===== config.mk =====
export PLATFORM = sky130hd
export DESIGN_NAME = alu4_cmd_sequencer
export DESIGN_NICKNAME = d
export VERILOG_FILES = /design/src/rtl/alu4_cmd_sequencer.sv
export SDC_FILE = /design/constraint.sdc
export NUM_CORES = 1
export LEC_CHECK = 0
export BUFFER_PORTS_ARGS = -buffer_cell sky130_fd_sc_hd__buf_2
export CORE_UTILIZATION = 50
export DETAILED_ROUTE_END_ITERATION = 8
export GPL_ROUTABILITY_DRIVEN = 0
export PLACE_DENSITY = 0.75
export SETUP_SLACK_MARGIN = 0.4
export SLEW_MARGIN = 5
export SYNTH_ARGS = -nofsm -noshare
export SYNTH_HDL_FRONTEND = slang
export SYNTH_SLANG_ARGS = --single-unit

===== constraint.sdc =====
create_clock -name clk -period 1.9 [get_ports clk]
set_clock_uncertainty 0.15 [all_clocks]
set_input_delay 0.38 -clock clk [delete_from_list [all_inputs] [get_ports clk]]
set_output_delay 0.38 -clock clk [all_outputs]
set_load 0.01 [all_outputs]

===== src/rtl/alu4_cmd_sequencer.sv =====
`default_nettype none
// ============================================================================
// Module   : alu4_cmd_sequencer
// Brief    : Command sequencer with 4x4 register file in front of a 4-bit ALU.
// Revision : 1.0 - initial release
// ============================================================================
module alu4_cmd_sequencer #(
    parameter int ALU_WAIT = 0,
    parameter int RPT_W    = 2
) (
    input  logic             clk,
    input  logic             rst_n,
    input  logic             cmd_valid,
    output logic             cmd_ready,
    input  logic             cmd_kind,
    input  logic [3:0]       cmd_op,
    input  logic [1:0]       cmd_dst,
    input  logic [1:0]       cmd_srca,
    input  logic [1:0]       cmd_srcb,
    input  logic [3:0]       cmd_imm,
    input  logic [RPT_W-1:0] cmd_rpt,
    output logic [3:0]       alu_a,
    output logic [3:0]       alu_b,
    output logic [3:0]       alu_op,
    input  logic [3:0]       alu_out,
    input  logic             alu_z,
    input  logic             alu_c,
    input  logic [1:0]       rd_sel,
    output logic [3:0]       rd_data,
    output logic             res_valid,
    output logic [3:0]       res_data,
    output logic             flag_z,
    output logic             flag_c,
    output logic             busy
);

    localparam logic [0:0] c_st_idle   = 1'b0;
    localparam logic [0:0] c_st_exec   = 1'b1;
    localparam logic [1:0] c_wait_last = 2'(ALU_WAIT);

    logic [0:0]       r_state;
    logic [0:0]       w_state_nxt;
    logic [3:0]       r_regs [4];
    logic [3:0]       r_opa;
    logic [3:0]       r_opb;
    logic [3:0]       r_op;
    logic [1:0]       r_dst;
    logic [RPT_W-1:0] r_iter;
    logic [1:0]       r_wait;
    logic             r_res_valid;
    logic [3:0]       r_res_data;
    logic             r_flag_z;
    logic             r_flag_c;

    logic             w_accept;
    logic             w_exec;
    logic             w_eval_done;
    logic             w_last;

    assign cmd_ready   = (r_state == c_st_idle);
    assign busy        = ~cmd_ready;
    assign w_accept    = cmd_valid && cmd_ready;
    assign w_exec      = (r_state == c_st_exec);
    assign w_eval_done = w_exec && (r_wait == c_wait_last);
    assign w_last      = w_eval_done && (r_iter == '0);

    // ALU lines are gated by the state register only, so they stay stable
    // across the whole evaluation window and read zero while idle.
    assign alu_a     = w_exec ? r_opa : 4'd0;
    assign alu_b     = w_exec ? r_opb : 4'd0;
    assign alu_op    = w_exec ? r_op  : 4'd0;

    assign rd_data   = r_regs[rd_sel];
    assign res_valid = r_res_valid;
    assign res_data  = r_res_data;
    assign flag_z    = r_flag_z;
    assign flag_c    = r_flag_c;

    always_comb begin
        w_state_nxt = r_state;
        case (r_state)
            c_st_idle: if (w_accept && !cmd_kind) w_state_nxt = c_st_exec;
            c_st_exec: if (w_last)                w_state_nxt = c_st_idle;
            default:                              w_state_nxt = c_st_idle;
        endcase
    end

    always_ff @(posedge clk or negedge rst_n) begin
        if (!rst_n) begin
            r_state <= c_st_idle;
        end else begin
            r_state <= w_state_nxt;
        end
    end

    always_ff @(posedge clk or negedge rst_n) begin
        if (!rst_n) begin
            for (int i = 0; i < 4; i++) begin
                r_regs[i] <= 4'd0;
            end
            r_opa       <= 4'd0;
            r_opb       <= 4'd0;
            r_op        <= 4'd0;
            r_dst       <= 2'd0;
            r_iter      <= '0;
            r_wait      <= 2'd0;
            r_res_valid <= 1'b0;
            r_res_data  <= 4'd0;
            r_flag_z    <= 1'b0;
            r_flag_c    <= 1'b0;
        end else begin
            r_res_valid <= 1'b0;
            if (w_accept) begin
                if (cmd_kind) begin
                    r_regs[cmd_dst] <= cmd_imm;
                    r_res_data      <= cmd_imm;
                    r_res_valid     <= 1'b1;
                end else begin
                    // Operand snapshot decouples the evaluation from write-back
                    // when dst aliases a source register.
                    r_opa  <= r_regs[cmd_srca];
                    r_opb  <= r_regs[cmd_srcb];
                    r_op   <= cmd_op;
                    r_dst  <= cmd_dst;
                    r_iter <= cmd_rpt;
                    r_wait <= 2'd0;
                end
            end
            if (w_exec) begin
                if (!w_eval_done) begin
                    r_wait <= r_wait + 2'd1;
                end else begin
                    r_wait        <= 2'd0;
                    r_regs[r_dst] <= alu_out;
                    r_flag_z      <= alu_z;
                    r_flag_c      <= alu_c;
                    if (r_iter != '0) begin
                        r_iter <= r_iter - RPT_W'(1);
                        r_opa  <= alu_out;
                    end else begin
                        r_res_data  <= alu_out;
                        r_res_valid <= 1'b1;
                    end
                end
            end
        end
    end

endmodule
`default_nettype wire


=== Word-level counts from Yosys, hierarchy flattened ===
Cells that the tools add are included.

* Logic and storage cells: 95
* Register bits after elaboration: 42
* Input port bits: 28

* Add/subtract/negate cells: 2
* Mux-type cells: 49
* Reduce and logical (&&, ||, !) cells: 14
* $lt $le $gt $ge: 7
* Bitwise operators: 7
* Equality and inequality tests: 1

{| class="wikitable"
|+ Operators by type and width
! kind !! count
|-
| 2-to-1 mux 4 bit || 21
|-
| 2-to-1 mux 16 bit || 4
|-
| bitwise mux 16 bit || 2
|-
| binary-select mux 4 bit (select 2 bit) || 3
|-
| 2-to-1 mux 2 bit || 9
|-
| demux 4 bit (select 2 bit) || 2
|-
| >= comparator 3 bit, second input constant || 5
|-
| NOT 2 -> 3 bit || 5
|-
| 2-to-1 mux 1 bit || 7
|-
| logical AND 1 bit || 6
|-
| < comparator 3 x 1 -> 1 bit, second input constant || 2
|-
| AND reduction 2 bit || 3
|-
| zero test 2 bit || 2
|-
| nonzero test 2 bit || 2
|-
| adder 2 x 1 -> 2 bit, second input constant || 1
|-
| inequality test 2 x 1 -> 1 bit, second input constant || 1
|-
| NOT 1 bit || 2
|-
| one-hot mux 1 bit (2 select lines) || 1
|-
| subtractor 2 x 1 -> 2 bit, second input constant || 1
|-
| zero test 1 bit || 1
|}

=== Longest topological paths before layout ===
Gate-level depths: netlist of run 1.

* Depth in word-level cells: 11
* Gate-level depth with buffers: 7
* Depth with buffers taken out: 5

=== Worst setup path before layout of run 1 ===
Ideal clock, no wire load.

* Path type: reg-to-reg
* Start point: register r_wait[0]
* End point: register r_res_data[0], in the netlist res_data[0]
* Cell stages (with the launch flop): 7
* Period minus slack after synthesis: 1.732 ns
* Setup slack: 0.168 ns
* Arrival: 1.448 ns
* Path buffers: 2
* Cells stage by stage: dfrtp_1 -> inv_1 -> ha_1 -> clkbuf_1 -> nor4bb_1 -> clkbuf_1 -> o21ai_0

* Cells in the longest elaborated chain, start to end: 4

{| class="wikitable"
|+ Ends and longest elaborated chain
! what !! line !! source
|-
| start, declared || 49 || <nowiki>logic [1:0] r_wait;</nowiki>
|-
| start signal, assigned || 131 || <nowiki>r_wait <= r_wait + 2'd1;</nowiki>
|-
| zero test 2 bit || 64 || <nowiki>assign w_eval_done = w_exec && (r_wait == c_wait_last);</nowiki>
|-
| logical AND 1 bit || 64 ||
|-
| 2-to-1 mux 4 bit || 130 || <nowiki>if (!w_eval_done) begin</nowiki>
|-
| 2-to-1 mux 4 bit || 129 || <nowiki>if (w_exec) begin</nowiki>
|-
| end signal, assigned || 116 || <nowiki>r_res_data <= cmd_imm;</nowiki>
|-
| end signal, assigned || 141 || <nowiki>r_res_data <= alu_out;</nowiki>
|-
| end, declared || 51 || <nowiki>logic [3:0] r_res_data;</nowiki>
|}

Every way passes these cells.
A chain may end at the register's enable or synchronous reset.

=== Worst setup path in the final report of run 1 ===
* Start point: register r_regs[15] in the netlist's numbering
* End point: output rd_data[3]

* Cells in the longest elaborated chain, start to end: 3

{| class="wikitable"
|+ Ends and longest elaborated chain
! what !! line !! source
|-
| start, declared || 43 || <nowiki>logic [3:0] r_regs [4];</nowiki>
|-
| start signal, assigned by index || 115 || <nowiki>r_regs[cmd_dst] <= cmd_imm;</nowiki>
|-
| start signal, assigned by index || 134 || <nowiki>r_regs[r_dst] <= alu_out;</nowiki>
|-
| binary-select mux 4 bit (select 2 bit) || 73 || <nowiki>assign rd_data = r_regs[rd_sel];</nowiki>
|-
| 2-to-1 mux 4 bit (not written as such) (2 in series) || 73 ||
|-
| end, declared || 29 || <nowiki>output logic [3:0] rd_data,</nowiki>
|}

Every way passes these cells. The select of a mux whose other input is x is not followed.

==> results of run 1 <==
-- worst max-delay path: stages (launching register included) --
cell and delay [ns]:
dfrtp_1 0.42, mux4_2 0.46, buf_2 0.15
-- per-stage QoR --
stage	setup WS (ns)	area [um2]	hold slack [ns]
after global routing	0.0164	3450	0.0348
final	0.0430	3450	-0.0101
after global placement	0.202	2730	0.323
after floorplan	0.229	2410	-0.0656
after detailed placement	0.175	2730	0.327
after CTS	0.0568	3230	0.00660
-- cell type report --
type,count,area [um2]
Clock inverter,2,12.5
Timing Repair Buffer,105,815
Inverter,5,21.3
Clock buffer,6,82.6
Fill cell,264,993
Sequential cell,42,1050
Tap cell,52,65.1
Multi-Input combinational cell,161,1400
-- kinds of logic after synthesis --
| logic type | Yosys count |
|---|---|
| AOI/OAI and AO/OA | 42 |
| adders and majority gates | 1 |
| buffers and inverters | 16 |
| DFF | 42 |
| muxes | 29 |
| and+or+nand+nor | 89 |
-- synth_stat cells, types with 4 or more instances --
cell | number | area share
mux2_2 | 12 | 0.058
and2_1 | 22 | 0.059
clkbuf_1 | 5 | 0.0080
a221o_1 | 4 | 0.017
mux2i_1 | 5 | 0.021
dfrtp_1 | 42 | 0.45
a31oi_1 | 8 | 0.021
o211ai_1 | 8 | 0.026
inv_1 | 5 | 0.0080
mux4_2 | 12 | 0.12
buf_2 | 4 | 0.0085
nor2_1 | 10 | 0.016
nor2b_1 | 4 | 0.011
nand2_1 | 39 | 0.062
o21ai_0 | 14 | 0.030
-- registers in the layout, summed over array words and instances, names as in the netlist --
name and cells:
r_opb 4, res_valid 1, flag_c 1, r_opa 4, busy 1, r_iter 2, r_regs 16, r_dst 2
r_op 4, res_data 4, flag_z 1, r_wait 2
-- repair_timing --
action | in CTS | in global routing
hold buffers | 0 | 0
cloned | 2 | 0
buffers inserted | 29 | 11
gates resized for setup | 55 | 36
pin swaps | 17 | 15
endpoints found under the setup margin | 56 | 58
-- layer usage --
layer / routed length [um] / global-route usage / vias up
met4: 280 / 0.132 / 0
met2: 3860 / 0.513 / 159
met1: 2750 / 0.349 / 1152
met5: 0 / 0 / -
li1: - / - / 999
met3: 627 / 0.0649 / 39
-- power breakdown --
group | total, W | switching, W | leakage [nW] | internal [W]
registers | 0.00171 | 0.000373 | 0.504 | 0.00134
clock network | 0.000615 | 0.000323 | 0.0472 | 0.000292
logic | 0.00340 | 0.00142 | 1.05 | 0.00198
-- placed cells by master (no fill, tap or decap), types with 2 or more instances in the layout --
cell,netlist,final
a221o_1,4,4
nand2_1,39,32
inv_2,0,2
dfrtp_1,42,41
inv_1,5,2
clkbuf_8,0,6
o21ai_2,0,5
a21oi_1,3,3
mux2_2,12,2
nand4b_1,3,3
o21ai_1,0,9
a21o_1,2,2
nand2_2,0,6
buf_2,4,39
nor2b_1,4,4
mux2i_1,5,5
a31oi_1,8,8
nor4bb_4,0,2
buf_6,0,33
buf_4,1,33
nor2_1,10,10
and2_4,0,13
mux2_4,0,10
mux4_2,12,12
and2_1,22,9
o211ai_1,8,8
-- worst max path at each step --
stage	slack (ns)	start	endpoint
2_1_floorplan	0.23	busy	r_dst[0]
3_3_place_gp	0.20	cmd_srca[1]	r_opa[3]
3_5_place_dp	0.18	cmd_srca[1]	r_opa[3]
4_1_cts	0.06	r_regs[15]	rd_data[3]
5_1_grt	0.02	r_regs[0]	rd_data[0]
6_report	0.04	r_regs[15]	rd_data[3]
==> summary.md, run 1 <==
| Metric | Value |
|---|---|
| Async S/R FF share, synth | 1.00 |
| Fin nets | 349 |
| Syn Area/Cell | 10.7 um2 |
| R2r endpoint | r_opa[2] |
| Final hold slack | -0.0101 ns |
| DR pass1 iterations | 7 |
| Final cycle utilization of the critical path | 0.977 |
| Max cap viols | 0 |
| Flops & latches, synth | 42 |
| Wirelength per Cell | 20.2 um |
| CP Class | reg -> out |
| # placed instances | 323 |
| Finished Core Util | 0.776 |
| R2R depth | 4 |
| Failing checks | DRC, hold timing |
| First-pass GRT wire length | 11100 um |
| DR vias/cell | 6.30 |
| Status | complete, but fails checks |
| R2r setup slk | 0.14 ns |
| Total GRT Usage | 0.295 |
| Full die area | 4960 um2 |
| Worst Tran Pin Value | 0.528 ns |
| Post-synthesis mux area share | 0.194 |
| H-tree depth | 2 |
| Lkg Pwr | 1.60 nW |
| Max_slew headroom | 0.648 |
| Final std cells w/o fill | 373 |
| Layout cells sized above 1 | 0.548 |
| Max-slew violations | 0 |
| Post-Synth Adder-Cell Area | 0.00534 |
| Die height | 70.5 um |
| Worst r2r src | r_regs[2] |
| Seq/Total Area, Yosys | 0.448 |
| Top_reg_cell synth | dfrtp_1 |
| Final setup viols | 0 |
| Detailed Route Iter0 Violations | 289 |
| Cts bufs inserted | 5 |
| Core Box Area | 4440 um2 |
| Startpoint Class | flop |
| Combinational family with the most area after synthesis | simple AND/OR/NAND/NOR gates |
| Clk buf depth | 2 |
| DRC errors left | 6 |
| CTS sink cnt | 42 |
| Max Clock Freq | 0.539 GHz |
| PwrDens | 1660 nW/um2 |
| Congestion Overflow GR | 0 |
| Synthesis warning total | 0 |
| Crit path capture type | output pin |
| Tightest Hold Check Type | in -> async |
| CP Max Fanout | 2 |
| Skew-Pair Late Insertion Delay | 0.30 ns |
| Initial antenna violation count | 0 |
| Post-Synth Simple-Gate Area | 0.206 |
| Port buffer count | 52 |
| Number of flops mapped to enable cells by yosys | 0 |
| Routed WL | 7520 um |
| Root Driver | clkbuf_8 |
| WP data arrival | 1.33 ns |
| Die Wd | 70.5 um |
| Setup total negative slack | 0 ns |
| Worst Path Required | 1.37 ns |
| Initial Util | 0.527 |
| Netlist cell types | 33 |
| Crit path time final | 1.86 ns |
| Post-Syn Instances | 219 |
| FP Rows | 24 |
| Largest net degree at the start of global routing | 43 |
| Xor and xnor area share after synthesis | 0 |
| TritonCTS clock tree | done |
| Vias post-DR | 2349 |
| Post-Synthesis Cell Area | 2340 um2 |
| Final Hold Vio Count | 19 |
| Layout area overhead | 47.3% |
| Fraction of the mapped netlist area in compound gates | 0.117 |
| Ports | 53 |
| Detail Placement HPWL | 4170 um |
| Post-route ant nets | 0 |
| Antenna diodes | 0 |
| Tot Pwr | 0.00572 W |
| Post-Syn Nets | 248 |
| RSZ-0062 raised after global routing | true |
| Number of global-route vias before repair | 2280 |
| Max IR drop VDD | 0.830 mV |
| Reg clk slew, reported paths | 0.08 ns |
Note: power is estimated with default switching activity, not from simulation.
==> inputs of run 2 (changes only) <==
--- a/config.mk
+++ b/config.mk
@@ -9,6 +9,7 @@
 export CORE_UTILIZATION = 50
 export DETAILED_ROUTE_END_ITERATION = 8
 export GPL_ROUTABILITY_DRIVEN = 0
+export HOLD_SLACK_MARGIN = 0.03
 export PLACE_DENSITY = 0.75
 export SETUP_SLACK_MARGIN = 0.4
 export SLEW_MARGIN = 5
==> summary.md, run 2 (synthesized netlist as in run 1, its figures left out) <==
| Metric | Value |
|---|---|
| Core Box Area | 4440 um2 (unchanged) |
| Crit path time final | 1.86 ns (+0.00149 ns) |
| Worst Hold End | r_iter[1] |
| DR pass1 iterations | 8 (+1) |
| CP max stage cell | mux4_2 |
| Startpoint Class | flop |
| Layout area overhead | 47.7% |
| Min-delay src | cmd_rpt[1] |
| PwrDens | 1650 nW/um2 (-0.27%) |
| Initial Util | 0.527 (unchanged) |
| Detailed Route Iter0 Violations | 270 (-6.6%) |
| Setup total negative slack | 0 ns (unchanged) |
| DRC errors left | 6 (unchanged) |
| Worst r2r src | r_regs[2] |
| Max IR drop VDD | 0.833 mV (+0.33%) |
| Fin nets | 350 (+0.29%) |
| Congestion Overflow GR | 0 (unchanged) |
| Ports | 53 (unchanged) |
| Max stage delay on crit path | 0.46 ns (about the same) |
| Lkg Pwr | 1.61 nW (+0.26%) |
| Commonest cells after routing, fill and taps aside | dfrtp_1, buf_2, buf_4, buf_6, nand2_1 |
| DR vias/cell | 6.17 (-2.1%) |
| Full die area | 4960 um2 (unchanged) |
| Total GRT Usage | 0.295 (unchanged) |
| FP Rows | 24 (unchanged) |
| Final Hold Vio Count | 0 (-19) |
| Commonest non-fill, non-tap cell in the layout | dfrtp_1 |
| Hold path depth | 3 |
| CP Max Fanout | 2 (unchanged) |
| Max Clock Freq | 0.538 GHz (about the same) |
| Die Wd | 70.5 um (unchanged) |
| Cell Chain, Critical Path | mux4_2 > buf_2 |
| Clk buf depth | 2 (unchanged) |
| Crit path capture type | output pin |
| RSZ-0062 raised after global routing | true |
| Wirelength per Cell | 20.1 um (-0.52%) |
| Final setup viols | 0 (unchanged) |
| Largest net degree at the start of global routing | 43 (unchanged) |
| Tightest Hold Check Type | in -> reg |
| Worst Tran Pin Value | 0.527 ns (-0.000889 ns) |
| First-pass GRT wire length | 11100 um (unchanged) |
| Largest Register | r_regs |
| H-tree depth | 2 (unchanged) |
| CTS sink cnt | 42 (unchanged) |
| Max-slew violations | 0 (unchanged) |
| Port buffer count | 52 (unchanged) |
| Max_slew headroom | 0.649 (about the same) |
| Initial antenna violation count | 0 (unchanged) |
| R2R depth | 4 (unchanged) |
| Vias post-DR | 2306 (-1.8%) |
| Number of global-route vias before repair | 2280 (unchanged) |
| Post-route ant nets | 0 (unchanged) |
| Layout cells sized above 1 | 0.547 (-0.00170) |
| Skew-Pair Late Insertion Delay | 0.30 ns (about the same) |
| TritonCTS clock tree | done |
| WP data arrival | 1.33 ns (about the same) |
| Max reg flops | 16 (unchanged) |
| Reg clk slew, reported paths | 0.08 ns (about the same) |
| Detail Placement HPWL | 4170 um (unchanged) |
| Cts bufs inserted | 5 (unchanged) |
| Tot Pwr | 0.00572 W (about the same) |
| Worst Path Required | 1.37 ns (about the same) |
| Failing checks | DRC |
| Final cycle utilization of the critical path | 0.978 (about the same) |
| Root Driver | clkbuf_8 |
| R2r setup slk | 0.14 ns (about the same) |
| Max cap viols | 0 (unchanged) |
| Antenna diodes | 0 (unchanged) |
| Routed WL | 7500 um (-0.25%) |
| R2r endpoint | r_opa[2] |
| Status | complete, but fails checks |
| CP Class | reg -> out |
| Die height | 70.5 um (unchanged) |
==> run 2: final cells by class <==
class | count | area (um2)
sequential | 42 | 1050
clock buffer | 6 | 82.6
timing repair buffer | 106 | 825
clock inverter | 2 | 12.5
tap | 52 | 65.1
inverter | 5 | 21.3
fill | 262 | 983
multi-input combinational | 161 | 1400
==> run 2: power by group <==
part / switching [W] / leakage (nW) / internal [W] / total [W]
clock network: 0.000322 / 0.0472 / 0.000292 / 0.000615
logic: 0.00142 / 1.05 / 0.00198 / 0.00340
registers: 0.000371 / 0.504 / 0.00134 / 0.00171
==> run 2: per-stage QoR <==
| step | cells | setup WS, ns | util | area (um2) | hold WS [ns] |
|---|---|---|---|---|---|
| finish | 374 | 0.0416 | 0.779 | 3460 | 0.130 |
| global route | 374 | 0.0159 | 0.779 | 3460 | 0.127 |
| detailed placement | 323 | 0.175 | 0.615 | 2730 | 0.327 |
| CTS | 363 | 0.0568 | 0.729 | 3240 | 0.141 |
| global placement | 323 | 0.202 | 0.615 | 2730 | 0.323 |
| floorplan | 219 | 0.229 | - | 2410 | -0.0656 |
==> run 2: worst max-delay path, delay by kind of cell (launching register included) <==
kind	cells	cell delay, ns
mux	1	0.46
buf+inv	1	0.15
flops	1	0.42
==> run 2: timing repair <==
action / 4_1_cts / 5_1_grt
endpoints found under the hold margin: 42 / 0
setup buffers: 29 / 11
resized for setup: 55 / 36
hold buffers: 1 / 0
cloned: 2 / 0
pin swaps: 17 / 15
setup endpoints to repair: 56 / 58
==> run 2: routing by layer <==
layer  global-route usage  vias to the layer above  wire [um]
li1                     -                     1005          -
met1                0.349                     1132       2730
met2                0.513                      140       3930
met3               0.0649                       29        600
met4                0.132                        0        245
met5                    0                        -          0
==> run 2: worst max path at each step <==
stage | startpoint | endpoint | slack (ns) | cells past startpoint
6_report | r_regs[15] | rd_data[3] | 0.04 | 2
5_1_grt | r_regs[13] | rd_data[1] | 0.02 | 2
4_1_cts | r_regs[15] | rd_data[3] | 0.06 | 2
3_5_place_dp | cmd_srca[1] | r_opa[3] | 0.18 | 4
3_3_place_gp | cmd_srca[1] | r_opa[3] | 0.20 | 4
2_1_floorplan | busy | r_dst[0] | 0.23 | 4
